<file path="config.mk">
export PLATFORM = sky130hd
export DESIGN_NAME = data_4x4_untransform_stream_flat
export DESIGN_NICKNAME = d
export VERILOG_FILES = /design/src/rtl/data_4x4_untransform_stream_if.sv /design/src/rtl/data_4x4_untransform_stream.sv /design/src/flat_wrapper.sv
export SDC_FILE = /design/constraint.sdc
export NUM_CORES = 1
export LEC_CHECK = 0
export CAP_MARGIN = 20
export CORE_UTILIZATION = 51
export CTS_CLUSTER_SIZE = 24
export DETAILED_ROUTE_END_ITERATION = 12
export GPL_TIMING_DRIVEN = 0
export PLACE_DENSITY_LB_ADDON = 0.2
export SETUP_SLACK_MARGIN = 0.3
export SYNTH_ARGS = -nofsm -noshare
export SYNTH_HDL_FRONTEND = slang
export SYNTH_SLANG_ARGS = --single-unit
export TNS_END_PERCENT = 10
</file>
<file path="constraint.sdc">
create_clock -name clk -period 5.7 [get_ports clk]
set_input_delay 1.425 -clock clk [delete_from_list [all_inputs] [get_ports clk]]
set_output_delay 1.425 -clock clk [all_outputs]
set_load 0.005 [all_outputs]
</file>
<file path="src/rtl/data_4x4_untransform_stream_if.sv">
// Block-in / row-out stream bundle for the 4x4 untransform stage.
// slave is the stage itself, master is the surrounding environment.
interface data_4x4_untransform_stream_if #(
  parameter int W = 8
);
  logic            in_valid;
  logic            in_ready;
  logic [16*W-1:0] in_data;
  logic            out_valid;
  logic            out_ready;
  logic [4*W-1:0]  out_data;
  logic [1:0]      out_row;
  logic            out_last;

  modport slave (
    input  in_valid, in_data, out_ready,
    output in_ready, out_valid, out_data, out_row, out_last
  );

  modport master (
    output in_valid, in_data, out_ready,
    input  in_ready, out_valid, out_data, out_row, out_last
  );
endinterface

</file>
<file path="src/rtl/data_4x4_untransform_stream.sv">
// Restores row-major order of a transposed 4x4 block and streams it
// out as four row words; one-block buffer, back-to-back on last beat.
module data_4x4_untransform_stream #(
  parameter int W     = 8,
  parameter int CNT_W = 16
) (
  input  logic             clk,
  input  logic             rst,
  data_4x4_untransform_stream_if.slave bus,
  output logic [CNT_W-1:0] blk_cnt
);

  typedef enum logic {
    IDLE = 1'b0,
    SEND = 1'b1
  } state_t;

  state_t          state_q, state_d;
  logic [1:0]      row_q, row_d;
  logic [16*W-1:0] buf_q, buf_d;
  logic [CNT_W-1:0] blk_q, blk_d;

  logic           in_ready;
  logic           out_valid;
  logic           last_row;
  logic [4*W-1:0] row_word;
  logic [W-1:0]   t [4][4];

  // Unpack the buffered transposed block into T[r][c], MSB element first
  for (genvar r = 0; r < 4; r++) begin : g_r
    for (genvar c = 0; c < 4; c++) begin : g_c
      assign t[r][c] = buf_q[16*W-1-W*(4*r+c) -: W];
    end
  end

  // Row word r gathers column r of T, i.e. M[r][c] = T[c][r]
  always_comb begin
    row_word = '0;
    for (int k = 0; k < 4; k++) begin
      row_word[4*W-1-W*k -: W] = t[k][row_q];
    end
  end

  assign last_row  = (row_q == 2'd3);
  assign out_valid = (state_q == SEND);
  // Combinational out_ready -> in_ready path lets a new block land
  // on the final row beat without a bubble.
  assign in_ready  = (state_q == IDLE) |
                     (out_valid & last_row & bus.out_ready);

  assign bus.in_ready  = in_ready;
  assign bus.out_valid = out_valid;
  assign bus.out_data  = out_valid ? row_word : '0;
  assign bus.out_row   = out_valid ? row_q : 2'd0;
  assign bus.out_last  = out_valid & last_row;
  assign blk_cnt       = blk_q;

  // Next-state: capture, row advance, block completion
  always_comb begin
    state_d = state_q;
    row_d   = row_q;
    buf_d   = buf_q;
    blk_d   = blk_q;
    unique case (state_q)
      IDLE: begin
        if (bus.in_valid) begin
          buf_d   = bus.in_data;
          row_d   = 2'd0;
          state_d = SEND;
        end
      end
      SEND: begin
        if (bus.out_ready) begin
          if (last_row) begin
            blk_d = blk_q + 1'b1;
            row_d = 2'd0;
            if (bus.in_valid) begin
              buf_d   = bus.in_data;
              state_d = SEND;
            end else begin
              state_d = IDLE;
            end
          end else begin
            row_d = row_q + 2'd1;
          end
        end
      end
      default: state_d = IDLE;
    endcase
  end

  // State register with synchronous reset
  always_ff @(posedge clk) begin
    if (rst) begin
      state_q <= IDLE;
      row_q   <= 2'd0;
      buf_q   <= '0;
      blk_q   <= '0;
    end else begin
      state_q <= state_d;
      row_q   <= row_d;
      buf_q   <= buf_d;
      blk_q   <= blk_d;
    end
  end

endmodule

</file>
<file path="src/flat_wrapper.sv">
// flat-port wrapper written by rule: the top's interface ports become plain ports
module data_4x4_untransform_stream_flat 
#(
  parameter int W     = 8,
  parameter int CNT_W = 16
)
  (clk, rst, blk_cnt, bus_in_valid, bus_in_data, bus_out_ready, bus_in_ready, bus_out_valid, bus_out_data, bus_out_row, bus_out_last);
  data_4x4_untransform_stream_if #(.W(W)) bus_i ();
  input  logic clk;
  input  logic rst;
  output logic [CNT_W-1:0] blk_cnt;
  input wire logic [$bits(bus_i.in_valid)-1:0] bus_in_valid;
  input wire logic [$bits(bus_i.in_data)-1:0] bus_in_data;
  input wire logic [$bits(bus_i.out_ready)-1:0] bus_out_ready;
  output wire logic [$bits(bus_i.in_ready)-1:0] bus_in_ready;
  output wire logic [$bits(bus_i.out_valid)-1:0] bus_out_valid;
  output wire logic [$bits(bus_i.out_data)-1:0] bus_out_data;
  output wire logic [$bits(bus_i.out_row)-1:0] bus_out_row;
  output wire logic [$bits(bus_i.out_last)-1:0] bus_out_last;
  assign bus_i.in_valid = bus_in_valid;
  assign bus_i.in_data = bus_in_data;
  assign bus_i.out_ready = bus_out_ready;
  assign bus_in_ready = bus_i.in_ready;
  assign bus_out_valid = bus_i.out_valid;
  assign bus_out_data = bus_i.out_data;
  assign bus_out_row = bus_i.out_row;
  assign bus_out_last = bus_i.out_last;
  data_4x4_untransform_stream #(.W(W), .CNT_W(CNT_W)) u_core (.clk(clk), .rst(rst), .bus(bus_i), .blk_cnt(blk_cnt));
endmodule
</file>
### Word level (Yosys, flattened, before mapping)

Cells that the tools add are included.

* register bits: 147
* input bits: 132
* output and inout bits: 53
* word-level logic and storage cells: 45

* add/sub/neg operators: 2
* order comparisons: 1
* equality and inequality tests: 4
* multiplexer cells: 26
* bitwise operators: 5
* reduce and logical (&&, ||, !) cells: 3

Operators by type and width (number)
* 128-bit 2-to-1 mux: 3
* 128-bit case mux with 2 select lines: 1
* 8-bit binary-select mux with 2-bit select: 4
* 8-bit 2-to-1 mux: 8
* 32-bit 2-to-1 mux: 1
* 16-bit by 1-bit adder with 16-bit output (second input constant): 1
* 2-bit 2-to-1 mux: 4
* 2-bit != test (second input constant): 3
* 2-bit case mux with 2 select lines: 1
* 2-bit AND reduction: 2
* 3-bit greater-or-equal comparator (second input constant): 1
* 1-bit 2-to-1 mux: 3
* 2-bit NOT with 3-bit output: 1
* 3-bit AND reduction: 1
* 2-bit by 1-bit adder with 2-bit output (second input constant): 1
* 1-bit AND: 2
* 2-bit == test (second input constant): 1
* 1-bit case mux with 2 select lines: 1
* 1-bit NOT: 1
* 1-bit OR: 1

### Logic depth before layout (Yosys ltp)

Gate-level depths: netlist of run 1.

* depth in word-level cells: 5
* gate-level depth with buffers: 7

### Worst setup path before layout of run 1

Ideal clock, no wire load.

* path kind: input port to output port
* start point: input port bus_out_ready
* end point: output port bus_in_ready
* arrival time: 1.713 ns
* required time: 4.275 ns
* slack: 2.562 ns
* stages on the path: 3
* path buffers: 1
* cells stage by stage: clkbuf_2 nand2_1 nand2_1

* longest elaborated chain between the ends: 2

RTL lines
* from (decl): RTL line flat_wrapper.sv:14 `input wire logic [$bits(bus_i.out_ready)-1:0] bus_out_ready;`
* 1-bit AND: RTL line data_4x4_untransform_stream.sv:49 `(out_valid & last_row & bus.out_ready);`
* 1-bit OR: RTL line data_4x4_untransform_stream.sv:48 `assign in_ready = (state_q == IDLE) |`
* to (decl): RTL line flat_wrapper.sv:15 `output wire logic [$bits(bus_i.in_ready)-1:0] bus_in_ready;`

No other way between the ends.

### Worst setup path after layout of run 1

* start point: register u_core.row_q[0]
* end point: output port bus_out_data[29]

* longest elaborated chain between the ends: 5

RTL lines
* from (decl): RTL line data_4x4_untransform_stream.sv:19 `logic [1:0] row_q, row_d;`
* from (signal assigned): RTL line data_4x4_untransform_stream.sv:101 `row_q <= row_d;`
* 2-bit NOT with 3-bit output (implied by the code): RTL line data_4x4_untransform_stream.sv:40 `row_word[4*W-1-W*k -: W] = t[k][row_q];`
* 8-bit binary-select mux with 2-bit select: RTL line data_4x4_untransform_stream.sv:40
* 8-bit 2-to-1 mux (implied by the code) (2 in a row): RTL line data_4x4_untransform_stream.sv:40
* 32-bit 2-to-1 mux: RTL line data_4x4_untransform_stream.sv:53 `assign bus.out_data = out_valid ? row_word : '0;`
* to (decl): RTL line flat_wrapper.sv:17 `output wire logic [$bits(bus_i.out_data)-1:0] bus_out_data;`

No other way between the ends. The select of a mux whose other input is x is not followed.

==> results of run 1 <==
## kinds of logic (layout without fill, tap and decap cells)
| logic type | after synthesis | count (layout) | share of synthesized area, % |
|---|---|---|---|
| buffers and inverters | 63 | 277 | 4.00 |
| adder cells (fa/ha/maj) | 3 | 3 | 0.603 |
| multiplexers | 33 | 33 | 11.7 |
| AO/OA/AOI/OAI | 145 | 145 | 12.0 |
| XOR/XNOR | 9 | 9 | 1.27 |
| flip-flops | 147 | 147 | 47.3 |
| AND/OR/NAND/NOR | 340 | 340 | 23.1 |
## cell type report
| class | count | area [sq um] |
|---|---|---|
| multi-input combinational | 530 | 3030 |
| sequential | 147 | 2940 |
| fill | 828 | 2840 |
| timing repair buffer | 182 | 1820 |
| clock buffer | 19 | 443 |
| buffer | 59 | 234 |
| tap | 143 | 179 |
| clock inverter | 13 | 159 |
| inverter | 4 | 15.0 |
## worst reg2reg max path, delay by kind of cell, from the launching register on
kind,cells,cell delay [ps]
buffers and inverters,3,1130
DFF,1,320
and+or+nand+nor,2,310
AOI/OAI and AO/OA,2,410
## how the worst max path moves through the flow
stage,slack (ps),cells past startpoint,from,to
4_1_cts,1470,6,u_core.row_q[0],bus_out_data[29]
2_1_floorplan,2560,3,bus_out_ready,bus_in_ready
3_3_place_gp,1980,6,u_core.row_q[0],bus_out_data[29]
6_report,1510,6,u_core.row_q[0],bus_out_data[29]
3_5_place_dp,1950,6,u_core.row_q[0],bus_out_data[29]
5_1_grt,1350,6,u_core.row_q[0],bus_out_data[29]
## cells in the final DEF (no fill, tap or decap), types with 2 or more instances in the layout
master,count
a21oi_1,136
clkdlybuf4s50_1,182
a31o_2,2
a32oi_1,2
clkinvlp_4,3
and2_1,36
nand3_1,5
clkinv_2,4
nand4_1,5
buf_1,2
inv_1,4
xnor2_1,8
mux4_2,32
nor4_1,2
clkbuf_1,48
buf_2,9
o21ai_0,3
nand2_1,265
clkinv_4,2
clkbuf_16,17
or3_2,3
bufinv_16,3
ha_1,3
dfxtp_1,147
nor2_1,16
nor3_1,4
## flip-flops by register name (all words and copies together), names as in the netlist
signal / count
u_core.blk_cnt: 16
u_core.buf_q: 128
u_core.bus.out_valid: 1
u_core.row_q: 2
## where the power goes
part           total [mW]  internal, mW  switching (mW)
registers            1.11          1.08          0.0292
clock network        1.15         0.698           0.449
logic               0.305         0.161           0.144
total                2.56          1.94           0.622
## routing by layer
metal,part of all wire [%],up-vias,GRT usage [%]
li1,-,2873,-
met1,39,2986,34.6
met4,2.5,0,15.2
met2,51,301,55.4
met3,7.2,49,7.29
met5,0,-,0
==> run summary, run 1 <==
Hold repair after CTS inserted 0 buffers. Summed over all layers, the routed wires come to 19.0 mm. The buffer cell driving the clock tree root is clkbuf_16.

The H-tree depth is 4, and the maximum vdd drop is 0.000245 V. Buffers inserted during clock tree synthesis total 17. For the sum of overflow across all layers after global routing, the log shows 0.

The tools report the HPWL after detailed placement as 13.5 mm. Measured along the y axis, the die boundary spans 112 um. For this design, the sink count on the clock tree is 147. The area of the core is 0.0117 sq mm. The logs give 0 for the total count of hold-check failures in the final report and 0.873 for the last weighted congestion value of the routability-driven placer. The critical path data arrival time came out at 2770 ps. Library cell occupying the most area in the post-synthesis netlist: dfxtp_1.

In this design, the largest share of critical-path delay is due to buffers and inverters. The global-route wire length before repair is 30.3 mm, and the achievable clock frequency is 238 MHz. The tools report the data required time of the worst path as 4280 ps. Setup repair after global routing left no endpoint under its margin. In the synthesized netlist the async set-or-reset flop fraction comes to 0%. The flow ran to the end, and the final reports show no timing, DRC or antenna violations. The net total in the final layout was 1,076; the number of port buffers was 182. For the total via count after detailed routing, the log shows 6,209.

The run gives 47.3% as the register area share after synthesis. The startpoint identified for the worst hold timing path is u_core.buf_q[45]. The later pin in the worst-skew pair is clocked with a latency of 430 ps. In this run the biggest area consumer among cell types represents 47.3% of the synthesized area.

The run gives 17 as the largest net degree at the start of global routing. In the routed layout, each cell is associated on average with a via count of 5.66. The number of nets in the synthesized netlist came out at 875. Dividing the detail-routed wire length by the instance count gives 17.3 um. In this run the cell area of the synthesized design comes to 0.00622 sq mm. For the pin with the worst max-slew slack, the measured transition is 589 ps. Startpoint of the lowest-slack register-to-register path: u_core.bus.out_valid. The path with the worst hold slack has its endpoint at u_core.buf_q[45]. In this run the static leakage power is 3.20 nW. The Yosys step of the flow raised 0 warnings. Max-cap violations in this run came to 0. Predominant post-synthesis flop cell: dfxtp_1. The die covers 0.0127 sq mm. Traced cell by cell, the critical path runs through buf_2, buf_2, buf_2, mux4_2, and2_1, clkdlybuf4s50_1. The most numerous cell in the Yosys netlist is nand2_1. Synthesis instantiated 29 different standard cells from the library.

After layout, the worst setup slack is 1510 ps. The initial utilization of the core area, before any placement, comes to 53.4%. For the cell area after layout, the log shows 0.00883 sq mm. Along the worst hold path, the cell count comes to 2.

The tools report the startpoint class of the critical path as a flop. The count of nets left with antenna violations once routing finished came out at 0. Buffers added to address setup during post-CTS repair amount to 0. The clock skew is 9.39 ps, and the overall power is 2.56 mW. Fraction of layout instances using a drive strength above 1: 8.49%.

The slowest stage of the critical path is the clkdlybuf4s50_1 cell. After detailed placement, the design holds a cell count of 1,065. The smallest hold slack was 456 ps; the number of DRC markers in iteration 0 was 469. TritonCTS built the clock tree. The endpoint identified for the worst register-to-register timing path is u_core.buf_q[49]. The worst slew margin relative to its limit was 60.7%.

The run gives 1,097 as the count of non-filler cells in the finished layout. The number of gates resized after cts was 0. Max-slew violation count: 0. The critical path contains buffers and inverters numbering 4 combined.

The worst setup path is of the reg2out kind. The logic depth of the worst register-to-register path was 7. STA classifies the critical path endpoint as an output port.

After clock tree synthesis, the clock-pin slew on the worst setup and hold paths is 60 ps. The number of enable-type register cells in the synthesized netlist is 0, and the first-pass detailed-route iteration total is 5. By count the netlist is led by 265 x nand2_1, 147 x dfxtp_1, 136 x a21oi_1. The number of antenna diodes in the final layout is 0. For the post-layout utilization of the core, the log shows 75.7%. The deepest clock path buffer count was 2; the number of global-route vias before repair was 6,449.

The initialized floorplan defines 39 standard-cell rows. The areal power density over the cells was 290 mW/mm^2; the chip width was 112 um. 185 I/O pins were placed. The number of antenna violations at the first check in global routing was 0.

In this run the cell area measured after placement is 0.00823 sq mm. The register bit total from synthesis is 147. In the routed design, unresolved DRC markers number 0. Maximum fanout along the worst path: 10.

For the finished layout, the period the worst path requires is 4190 ps. By area the synthesized netlist is led by dfxtp_1 47%, nand2_1 16%, mux4_2 12%, a21oi_1 11%, and2_1 3.6%. In the global route stage, overall resource usage came out at 30.9%. After technology mapping, the gate count stands at 740. For the setup TNS, the log shows 0 ps. The final critical path takes up 73.6% of the cycle.

The largest incremental delay on the critical path was 440 ps. The path class of the tightest hold or removal check is reg2reg. Timing analysis after detailed placement gives a worst setup slack of 1950 ps. The setup check on the worst reg-to-reg path leaves a slack of 3470 ps. The count of final setup violators was 0.

The mean cell area of the mapped netlist is 8.41 sq um, and the layout overhead on the synthesized area is 41.8%. The most numerous cell on the critical path was buf_2.
Power figures use the tool's default switching activity.
==> run 2: changes to the inputs <==
--- a/config.mk
+++ b/config.mk
@@ -6,7 +6,7 @@
 export NUM_CORES = 1
 export LEC_CHECK = 0
 export CAP_MARGIN = 20
-export CORE_UTILIZATION = 51
+export CORE_UTILIZATION = 43
 export CTS_CLUSTER_SIZE = 24
 export DETAILED_ROUTE_END_ITERATION = 12
 export GPL_TIMING_DRIVEN = 0
==> constraint.sdc (replaced) <==
create_clock -name clk -period 3.4 [get_ports clk]
set_input_delay 0.85 -clock clk [delete_from_list [all_inputs] [get_ports clk]]
set_output_delay 0.85 -clock clk [all_outputs]
set_load 0.005 [all_outputs]
==> run 2 against run 1 <==
Against the previous run: combinational power increased by 66%; sequential share of layout area shrank 0.82 points; final cell count is 3.6% higher; clock-buffer cell count grew 6; non-clock buffer count rose by 3; die area grew 18%; first-iteration DRC count decreased by 26%; critical endpoint is now bus_out_data[11]; highest routed layer unchanged.
==> run summary, run 2 (synthesis gave the netlist of run 1 again) <==
The number of DRC markers in iteration 0 is 345, and the largest incremental delay on the critical path is 500 ps. TritonCTS created 17 clock buffers. The final clock period utilization by the worst path was 90.2%.

Register with the highest flop count: u_core.buf_q. Data on the critical path is required at its endpoint by 2550 ps. Max-slew violation count: 0.

The cell at the slowest stage of the critical path was mux4_2. Routability-driven placement finished with a final weighted congestion of 0.826. The H-tree was split into 4 levels. The logic depth of the worst register-to-register path is 7, and the fraction of layout instances using a drive strength above 1 is 8.99%.

The HPWL after detailed placement is 12.4 mm, and the number of hold-repair buffers added at the cts stage is 0. The die covers 0.0150 sq mm. The area growth from synthesis to layout is 45.5%.

The run finished with clean final reports. The tightest min-delay check is of the reg2reg type. The number of fillers in the final layout was 1,181.

Setup repair after global routing could not meet its margin everywhere. Leaving out fill and tap cells, the most frequent cell in the layout is nand2_1. The worst setup path category is reg2out. The library cells used most frequently in the layout, excluding fill and tap cells, are 265 x nand2_1, 181 x clkdlybuf4s50_1, 146 x dfxtp_1. The tools report the static leakage as 3.29 nW. The run gives 0.00303 sq mm as the area of combinational cells with multiple inputs. The worst register-to-register path begins at u_core.bus.out_valid. Number of port buffers: 182.

The number of top-level design ports was 185. The first-pass detailed-route iteration total came out at 4. The register with the most flip-flops in the layout has 128 of them. Once detail routing completed, the nets flagged for antenna violations numbered 0. STA puts the critical path data arrival time at 2220 ps. The number of antenna violations at the first check in global routing was 0. The average detailed-routed wire length per instance was 15.2 um; the minimum setup slack in the final design was 334 ps. The critical path starts at u_core.row_q[0].

STA classifies the critical path startpoint as a flop. The logs give 0 for the number of antenna cells inserted and 5,550 for the number of global-route vias before repair. Entering global routing, the biggest net connects 17 pins.

Maximum fanout along the worst path: 10. The maximum vdd drop is 0.000411 V. Clock latency on the worst-skew pair, taken at its later pin, is 420 ps.

TritonCTS built the clock tree. Setup violations remaining at the end of the flow were counted as 0. For this configuration, the core starts out at a cell density of 44.5%.

The worst pin sits at a relative slew slack of 56.9%. The signal on the critical path passes through buf_6, buf_12, mux4_2, and2_1, clkdlybuf4s50_1. The count of standard-cell rows was 43; the floorplan die height was 122 um. The tools report the buffer cell driving the clock tree root as clkbuf_16.

The slack of the worst reg-to-reg path is 1230 ps. The endpoint identified for the worst register-to-register timing path is u_core.buf_q[38]. The number of DRC violations after detailed routing was 0; the clock period minus worst slack was 3070 ps.

The routed layout has 5,755 vias. The chip width works out to 122 um. For this run the aggregate overflow at the end of global routing stands at 0. The net total in the final layout came out at 1,079.

The detailed-route vias per instance is 5.06, and the max-cap violation count is 0. For the pre-CTS worst setup slack, the log shows 277 ps. CTS clock-pin slew for the worst setup and hold paths: 60 ps. After routing, the total negative slack on setup checks comes to 0 ps. The global-route wire length before repair was 27.2 mm; the clock skew was 12.3 ps. The tools report the last element of the critical path as bus_out_data[11].

For this design the ratio of total power to cell area is 497 mW/mm^2. Counting along the longest clock path gives a buffer depth of 2. Timing would allow up to 326 MHz.

Global routing used 24.0% of the available tracks. After floorplanning, the core was sized to cover 0.0140 sq mm. The startpoint identified for the worst hold timing path is u_core.buf_q[75].

The clock drives 147 sinks. At the pin with the least slew margin, the transition time is 647 ps. The tools report the total count of hold-check failures in the final report as 0. Summing all flip-flop and latch instances after layout gives 0.00294 sq mm. After detailed routing, the total wire length is 17.2 mm.

The critical path capture point type is an output port.
## run 2: cell count changes in the layout (fill, tap and decap cells not counted), sizes merged, moves of 2 or more
cell      before  now
clkinv         6    1
clkinvlp       3    1
bufinv         3    5
buf           11   15
clkbuf        67   72
## run 2: worst min-delay path by stage
stage / endpoint / slack, ps / cells after the start
6_report: u_core.buf_q[75] / 450 / 2
5_1_grt: u_core.buf_q[39] / 470 / 2
4_1_cts: u_core.buf_q[75] / 450 / 2
3_5_place_dp: u_core.buf_q[44] / 440 / 2
3_3_place_gp: u_core.buf_q[44] / 440 / 2
2_1_floorplan: u_core.buf_q[10] / 430 / 2
## run 2: layout make-up
type / count / share of cell area [%]
well taps: 180 / 2.49
repair buffers: 185 / 20.4
clock inverters: 7 / 1.84
clock buffers: 25 / 5.69
inverters: 4 / 0.166
flip-flops and latches: 147 / 32.5
plain buffers: 59 / 3.37
multi-input cells: 530 / 33.5
## run 2: power by group
part	internal, mW	switching [mW]
sequential	1.81	0.0468
combinational	0.278	0.229
clock	1.42	0.711
total	3.51	0.987
## run 2: routing by layer
layer / routed length (um) / GRT usage (%) / share of wire (%) / vias up
met5: 0 / 0 / 0 / -
met4: 129 / 7.39 / 0.75 / 0
met3: 1080 / 4.93 / 6.3 / 9
met2: 8140 / 39.4 / 47 / 183
met1: 7890 / 31.6 / 46 / 2672
li1: - / - / - / 2891
## run 2: per-stage QoR
stage	utilization, %	total power [mW]	hold WS [ps]	cells	instance area (sq um)
after global placement	59.1	2.38	439	1102	8270
after global routing	64.7	4.64	468	1137	9050
after CTS	64.7	4.51	453	1137	9050
after detailed placement	59.1	2.39	444	1102	8270
after floorplan	-	2.12	433	740	6220
final	64.7	4.50	451	1137	9050
## run 2: critical path: cells and delay by family (launching register included)
family | cells | cell delay [ps]
buf+inv | 3 | 730
mux | 1 | 500
flops | 1 | 350
simple gates | 1 | 200
## run 2: repair_timing
item | in CTS | in global routing
endpoints found under the setup margin | 34 | 24
gates resized for setup | 23 | 5
setup buffers | 3 | 0
